==> config.mk <==
export PLATFORM = sky130hd
export DESIGN_NAME = secded_block_decoder
export DESIGN_NICKNAME = d
export VERILOG_FILES = /design/src/rtl/secded_block_decoder.sv
export SDC_FILE = /design/constraint.sdc
export NUM_CORES = 1
export LEC_CHECK = 0
export ABC_AREA = 1
export CORE_UTILIZATION = 40
export DETAILED_ROUTE_END_ITERATION = 12
export SETUP_SLACK_MARGIN = 0.05
export SLEW_MARGIN = 5
export SYNTH_ARGS = -nofsm -noshare
export SYNTH_HDL_FRONTEND = slang
export SYNTH_SLANG_ARGS = --single-unit
==> constraint.sdc <==
create_clock -name clk -period 2.3 [get_ports clk]
set_input_delay 0.46 -clock clk [delete_from_list [all_inputs] [get_ports clk]]
set_output_delay 0.46 -clock clk [all_outputs]
set_load 0.05 [all_outputs]
==> src/rtl/secded_block_decoder.sv <==
// SECDED (extended Hamming) block decoder co-processor.
// Reads NWORDS codewords from byte memory at SRC_BASE, corrects single-bit
// errors, flags double-bit errors and writes {flags, data} words to DST_BASE.
// The output word must leave room for the two flag bits above the data
// (DW <= 8*BPW-2).
module secded_block_decoder #(
  parameter int DW       = 11,
  parameter int NWORDS   = 15,
  parameter int SRC_BASE = 30,
  parameter int DST_BASE = 0,
  parameter int AW       = 8,
  parameter int CNTW     = 8
) (
  input  logic            clk,
  input  logic            reset,
  input  logic            start,
  output logic            done,
  output logic            busy,
  output logic [AW-1:0]   mem_addr,
  output logic            mem_rd_en,
  input  logic [7:0]      mem_rdata,
  output logic            mem_wr_en,
  output logic [7:0]      mem_wdata,
  output logic [CNTW-1:0] single_cnt,
  output logic [CNTW-1:0] double_cnt
);

  // Smallest P with 2^P >= DW+P+1.
  function automatic int calc_p(input int dw);
    int p;
    p = 1;
    while ((1 << p) < dw + p + 1) p++;
    return p;
  endfunction

  // Codeword position of data bit k (skips 0 and powers of two).
  function automatic int data_pos(input int k);
    int n, r;
    n = 0;
    r = 0;
    for (int p = 3; p < 64; p++) begin
      if ((p & (p - 1)) != 0) begin
        if (n == k) r = p;
        n++;
      end
    end
    return r;
  endfunction

  localparam int P   = calc_p(DW);
  localparam int CW  = DW + P + 1;
  localparam int BPW = (CW + 7) / 8;
  localparam int OW  = 8 * BPW;

  typedef enum logic [2:0] {S_IDLE, S_RD, S_WAIT, S_DEC, S_WR, S_DONE} state_t;

  state_t          r_state;
  logic [2:0]      r_byte;
  logic [AW-1:0]   r_word;
  logic [OW-1:0]   r_raw;
  logic [OW-1:0]   r_out;
  logic            r_done, r_busy, r_rd_en, r_wr_en;
  logic [AW-1:0]   r_addr;
  logic [7:0]      r_wdata;
  logic [CNTW-1:0] r_scnt, r_dcnt;

  logic [P-1:0]    w_syn;
  logic            w_par, w_sgl, w_dbl;
  logic [DW-1:0]   w_data;
  logic [OW-1:0]   w_out;

  // Syndrome / overall parity classification of the captured codeword.
  always_comb begin
    w_syn = '0;
    for (int p = 1; p < CW; p++)
      if (r_raw[p]) w_syn = w_syn ^ P'(p);
    w_par = ^r_raw[CW-1:0];
    w_sgl = w_par && (int'(w_syn) < CW);
    w_dbl = !w_sgl && (w_par || (w_syn != '0));
  end

  // Data extraction; a corrected single error only matters when it hits a data position.
  for (genvar k = 0; k < DW; k++) begin : g_data
    localparam int POS = data_pos(k);
    assign w_data[k] = r_raw[POS] ^ (w_sgl & (w_syn == P'(POS)));
  end

  // Output word assembly: flags in the top two bits, data at the bottom.
  always_comb begin
    w_out         = '0;
    w_out[DW-1:0] = w_data;
    w_out[OW-1]   = w_dbl;
    w_out[OW-2]   = w_sgl;
  end

  // Control FSM with registered memory strobes, status and counters.
  always_ff @(posedge clk or posedge reset) begin
    if (reset) begin
      r_state <= S_IDLE;
      r_byte  <= '0;
      r_word  <= '0;
      r_raw   <= '0;
      r_out   <= '0;
      r_done  <= 1'b0;
      r_busy  <= 1'b0;
      r_rd_en <= 1'b0;
      r_wr_en <= 1'b0;
      r_addr  <= '0;
      r_wdata <= '0;
      r_scnt  <= '0;
      r_dcnt  <= '0;
    end else begin
      case (r_state)
        S_IDLE, S_DONE: begin
          if (start) begin
            r_state <= S_RD;
            r_word  <= '0;
            r_byte  <= '0;
            r_done  <= 1'b0;
            r_busy  <= 1'b1;
            r_scnt  <= '0;
            r_dcnt  <= '0;
            r_rd_en <= 1'b1;
            r_addr  <= AW'(SRC_BASE);
          end
        end
        S_RD: begin
          // byte b returns one cycle after its read, i.e. while r_byte == b+1
          for (int b = 0; b < BPW - 1; b++)
            if (r_byte == 3'(b + 1)) r_raw[8*b +: 8] <= mem_rdata;
          if (r_byte == 3'(BPW - 1)) begin
            r_rd_en <= 1'b0;
            r_state <= S_WAIT;
          end else begin
            r_byte <= r_byte + 3'd1;
            r_addr <= r_addr + 1'b1;
          end
        end
        S_WAIT: begin
          r_raw[OW-1 -: 8] <= mem_rdata;
          r_state          <= S_DEC;
        end
        S_DEC: begin
          if (w_sgl && (r_scnt != '1)) r_scnt <= r_scnt + 1'b1;
          if (w_dbl && (r_dcnt != '1)) r_dcnt <= r_dcnt + 1'b1;
          // remaining bytes are shifted out of r_out, low byte goes first
          r_out   <= w_out >> 8;
          r_wdata <= w_out[7:0];
          r_wr_en <= 1'b1;
          r_addr  <= AW'(DST_BASE) + AW'(BPW) * r_word;
          r_byte  <= '0;
          r_state <= S_WR;
        end
        S_WR: begin
          if (r_byte == 3'(BPW - 1)) begin
            r_wr_en <= 1'b0;
            r_byte  <= '0;
            if (r_word == AW'(NWORDS - 1)) begin
              r_state <= S_DONE;
              r_done  <= 1'b1;
              r_busy  <= 1'b0;
            end else begin
              r_word  <= r_word + 1'b1;
              r_state <= S_RD;
              r_rd_en <= 1'b1;
              r_addr  <= AW'(SRC_BASE) + AW'(BPW) * (r_word + 1'b1);
            end
          end else begin
            r_byte  <= r_byte + 3'd1;
            r_addr  <= r_addr + 1'b1;
            r_wdata <= r_out[7:0];
            r_out   <= r_out >> 8;
          end
        end
        default: r_state <= S_IDLE;
      endcase
    end
  end

  assign done       = r_done;
  assign busy       = r_busy;
  assign mem_addr   = r_addr;
  assign mem_rd_en  = r_rd_en;
  assign mem_wr_en  = r_wr_en;
  assign mem_wdata  = r_wdata;
  assign single_cnt = r_scnt;
  assign double_cnt = r_dcnt;

endmodule

Word-level counts from Yosys, hierarchy flattened
Index checks and enable logic that the tools add are counted.
{ "word_totals": {"in_bits": 11, "out_inout_bits": 36, "ram_bits": 0, "n_memories": 0, "mem_bits_ro": 0, "register_bits": 82, "latchBits": 0, "elab_cells": 165} }
{ "classes": {"reduce_logical": 25, "magnitude_cmp": 0, "addsub": 6, "n_eq_ne": 30, "muxes": 54, "n_shift": 0, "bitwise": 36, "mul": 0, "div_mod_pow": 0} }
{ "ops": {"columns": ["cell", "n"], "rows": [
  ["$mux W8", 10],
  ["$pmux W8 S2", 4],
  ["$mux W3", 11],
  ["$add A8 B1 Y8 const B", 4],
  ["$mux W4", 8],
  ["$pmux W16 S2", 1],
  ["$pmux W8 S4", 1],
  ["$eq A4 B4 Y1 const B", 7],
  ["$ne A2 B2 Y1 const B", 9],
  ["$mux W16", 1],
  ["$ne A8 B8 Y1 const B", 2],
  ["$reduce_xor A16 Y1", 1],
  ["$pmux W3 S5", 1],
  ["$eq A4 B3 Y1 const B", 3],
  ["$not A2 Y2", 6],
  ["$not A3 Y3", 4],
  ["$pmux W3 S4", 1],
  ["$reduce_and A3 Y1", 4],
  ["$reduce_and A4 Y1", 3],
  ["$and A1 B1 Y1", 11],
  ["$xor A1 B1 Y1", 11],
  ["$mux W1", 10],
  ["$add A5 B8 Y8 const A", 1],
  ["$eq A8 B4 Y1 const B", 1],
  ["other kinds (21)", 36]
]} }

Depth between registers and ports, before layout
Gate-level depths: netlist of the first run.
{ "depth": {"ltp_word": 32, "ltp_mapped": 15, "mapped_depth_nobuf": 15} }

Least setup slack after synthesis of the first run
No wires, ideal clock.
{ "synth_path": {"path_kind": "register -> register", "startpoint": "register r_dcnt[0] (netlist: double_cnt[0])", "endpoint": "register r_dcnt[0] (netlist: double_cnt[0])", "path_buffers": 0, "setup_time_ps": 119, "arrival_time_ps": 1834, "t_required_ps": 2181, "path_stages_with_launch": 10, "setup_slack_ps": 347, "cell_sequence": "dfrtp_1 > ha_1 > nand2_1 > nor3_1 > and3_1 > a21oi_1 > nand3_4 > nand2_4 > nand2_1 > nand2_1"} }
{ "synth_via": {"elab_chain_cells": 4, "word_cells_on_any_way": 7, "cone_classes": "1 x add/sub; 2 x eq/ne; 2 x mux; 2 x reduce/logical"} }
{ "synth_rtl": {"columns": ["element", "line", "source"], "rows": [
  ["start: declaration", "65", "logic [CNTW-1:0] r_scnt, r_dcnt;"],
  ["start signal: assignment", "145", "if (w_dbl && (r_dcnt != '1)) r_dcnt <= r_dcnt + 1'b1;"],
  ["branches (longest 4 deep; another with $add A8 B1 Y8)", null, null]
]} }
Parallel ways; which one is timed is not known. The select of a mux whose other input is x is not followed.
A chain may end at the register's enable or synchronous reset.

Final worst setup path of the first run
{ "layout_path": {"startpoint": "register r_dcnt[5] (netlist: double_cnt[5])", "endpoint": "output port double_cnt[5]"} }
{ "layout_rtl": {"columns": ["element", "line", "source"], "rows": [
  ["end: declaration", "25", "output logic [CNTW-1:0] double_cnt"]
]} }
No word-level cell between the ends.

==> metrics.md, run 1 <==
| Metric | Value |
|---|---|
| Post-DP Area | around 5100 um^2 |
| WP buf/inv | 1 |
| Synthesized net count | roughly 650 |
| Switching share of power | 0.552 |
| Unrepaired setup endpoints after global routing | false |
| Vias in the first global route | slightly above 4k |
| Ports | 47 |
| CTS buffer count | 9 |
| Fin area | approximately 5300 um^2 |
| Routed Wire Length | between 10000 and 15000 um |
| Flop pwr share | 0.254 |
| Port bufs | 46 |
| Via count | about 4.2k |
| Critical Path Max Stage Delay | about 0.84 ns |
| Relative slew margins | 0.586 |
| Top post-synthesis cells by area | dfrtp_1 40%, nand2_1 20%, nand3_1 5.5% |
| NetSw | approximately 4.5 mW |
| Worst-Margin Slew | between 0.6 and 0.7 ns |
| Syn_area_per_cell | between 7 and 8 um^2 |
| Slowest CP cell | clkdlybuf4s50_1 |
| Critical Path AT | between 1.5 and 2 ns |
| Power Internal | between 3 and 4 mW |
| Clock Sinks | slightly above 70 |
| Max-cap viol count | 0 |
| Initial antenna violation count | 0 |
| Vias/cell | between 5 and 6 |
| Tcrit/Tclk final | 0.916 |
| Fin crit period | 2.11 ns |
| CTS tree | yes |
| Die footprint | 11500 um^2 |
| Clock slew seen by the registers of the worst setup and hold paths | approximately 0.08 ns |
| CTS max path bufs | 2 |
| Routability cong. | 0.850 |
| Worst R2R Path Depth | 11 |
| CTS resizes | 0 |
| CP Launch Type | register |
| Worst skew pair latency | roughly 0.36 ns |
| # DRC | 0 |
| Worst Clk Skew | approximately 0.013 ns |
| Core Box Area | roughly 11000 um^2 |
| First-pass GRT wire length | roughly 19000 um |
| Wirelength per Cell | around 13 um |
| Comb pwr share | 0.635 |
| Hpwl dp | roughly 8200 um |
| Final hold violation count | 0 |
| Post-synth ARST share | 1.00 |
| Fraction of layout cells with a size suffix above 1 | 0.0922 |
| Final Max Slew Viols | 0 |
| Antenna viol nets, final | 0 |
| H-tree Lvls | 3 |
| Post-Syn Instances | ~630 |
| Layout Area Growth over Synthesis | 19.3% |
| Antenna diodes | 0 |
| First-iteration detailed-routing DRC count | about 240 |
| Hold Crit Class | primary input to asynchronous set/reset pin |
| WP data required | about 1.8 ns |
| TritonRoute pass-1 iters | 4 |
| Nets@finish | roughly 700 |
| Delay-heaviest family, CP | buffers and inverters |
| Max Fclk | 0.475 GHz |
| Flops & latches, synth | about 70 |
| Setup_tns | 0 ns |
| Largest area contributor in the netlist | dfrtp_1 |
| Post-synth cell types | 43 |
| Crit. End Element | primary output |
| GRT Util Overall | 0.208 |
| Final core utilization | 0.488 |
| Clk pwr share | 0.111 |
| Initial core utilization | 0.409 |
| Top cell type's share of synthesized area | 0.400 |
| Grt total ovfl | 0 |
| Sequential area share after synthesis | 0.400 |
| Largest net degree at the start of global routing | 36 |
| Chip height | 107 um |
| Maximum vdd drop | roughly 0.00065 V |
| Top_reg_cell synth | dfrtp_1 |
| Cell depth of the worst setup path | 1 |
| Die Wd | around 110 um |
| Critical path class | register to primary output |
| Row Count | 38 |
| Synth warn | 0 |
| LEAKAGE | around 2.6 nW |
| Run status | finished, final reports clean |
| CP max FO | 6 |
| Setup-failing EPs final | 0 |
| CTS root buffer | clkbuf_8 |
| Number of enable flip-flop cells after synthesis | 0 |
| Mapped cell area | 4440 um^2 |
| CP cell instances | clkdlybuf4s50_1 |
| Pwr/cell area | 1550 nW/um^2 |
==> through the flow <==
step | total power, mW | hold WS, ns | setup slack (ns) | instances
final | 8.23 | 0.470 | 0.193 | 834
after global routing | 9.04 | 0.484 | 0.0600 | 834
after CTS | 8.26 | 0.469 | 0.172 | 832
after detailed placement | 7.31 | 0.469 | 0.228 | 816
after global placement | 7.23 | 0.460 | 0.233 | 816
after floorplan | 6.04 | 0.476 | 0.347 | 631
==> cell families after synthesis <==
logic type / share of synthesized area
AO/OA/AOI/OAI: 0.0959
AND/OR/NAND/NOR: 0.372
flip-flops: 0.400
XOR/XNOR: 0.0412
adder cells (fa/ha/maj): 0.0197
buffers and inverters: 0.0708
==> layout by cell type, fill, tap and decap left out, types with 2 or more instances in the layout <==
cell type and n:
a21oi_1 28, a22o_1 4, a22oi_1 2, buf_4 9, clkbuf_1 2, clkbuf_8 10, clkdlybuf4s50_1 46, clkinvlp_4 2
dfrtp_1 71, ha_1 7, inv_1 56, inv_2 14, nand2_1 231, nand2_2 8, nand2_4 2, nand3_1 49
nand4_1 11, nor2_1 56, nor2_2 3, nor2_4 4, nor3_1 7, nor3b_1 3, o21ai_0 15, o21ai_1 9
o22ai_1 4, o31ai_1 3, xnor2_1 5, xor2_1 14
==> routing by layer <==
layer | vias to the layer above | part of all wire | track usage
met5 | - | 0 | 0
met4 | 0 | 0.015 | 0.0793
met3 | 13 | 0.029 | 0.0266
met2 | 57 | 0.50 | 0.360
met1 | 1975 | 0.46 | 0.263
li1 | 2148 | - | -
==> state kept, by name, summed over array words and instances (netlist names), 3 cells and up <==
name,count
r_word,8
r_out,5
mem_wdata,8
mem_addr,8
r_byte,3
r_raw,16
single_cnt,8
r_state,3
double_cnt,8
==> power groups by stage <==
stage          registers, mW  clock network, mW  logic (mW)
3_5_place_dp            2.11                  0        5.19
5_1_grt                 2.16              0.997        5.88
2_1_floorplan           2.51                  0        3.54
6_report                2.09              0.913        5.22
3_3_place_gp            2.10                  0        5.13
4_1_cts                 2.09              0.947        5.21
==> path summary, 6_finish.rpt <==
check / startpoint / end / slack (ns)
min in group clk: mem_wdata[4] / mem_wdata[4] / 0.49
max: double_cnt[5] / double_cnt[5] / 0.19
max in group asynchronous: reset / mem_wdata[3] / 1.27
min reg2reg: mem_wdata[4] / mem_wdata[4] / 0.49
max reg2reg: r_state[2] / double_cnt[5] / 0.29
min: reset / r_state[1] / 0.47
==> area by class of cell <==
type                    instances  area (um^2)
well taps                     140          175
clock inverters                 4         30.0
multi-input cells             480         2350
inverters                      71          270
flip-flops and latches         71         1780
clock buffers                  12          145
repair buffers                 56          548
fillers                      1090         5550
==> timing repair <==
item                       in CTS  in global routing
buffers inserted                0                  2
hold buffers                    0                  0
setup endpoints to repair       0                  3
==> cells in the mapped netlist (2+ instances only) <==
cell	instances
nor3b_1	3
a21oi_1	28
o21ai_0	15
nand4_1	11
o21ai_1	9
nand2_1	231
o31ai_1	3
nand2_2	8
a22oi_1	2
nand2_4	2
a22o_1	4
nor2_4	4
nor3_1	7
xor2_1	14
dfrtp_1	71
clkbuf_1	4
inv_2	14
inv_1	57
nor2_1	56
ha_1	7
buf_2	2
nand3_1	49
nor2_2	3
xnor2_1	5
o22ai_1	4
(Power assumes the default switching activity.)
==> run 2, diff against run 1 <==
--- a/config.mk
+++ b/config.mk
@@ -6,6 +6,7 @@
 export NUM_CORES = 1
 export LEC_CHECK = 0
 export ABC_AREA = 1
+export ABC_CLOCK_PERIOD_IN_PS = 2300
 export CORE_UTILIZATION = 40
 export DETAILED_ROUTE_END_ITERATION = 12
 export SETUP_SLACK_MARGIN = 0.05
==> results of run 2 <==
No change in the layout: final DEF, timing and power equal those of run 1.
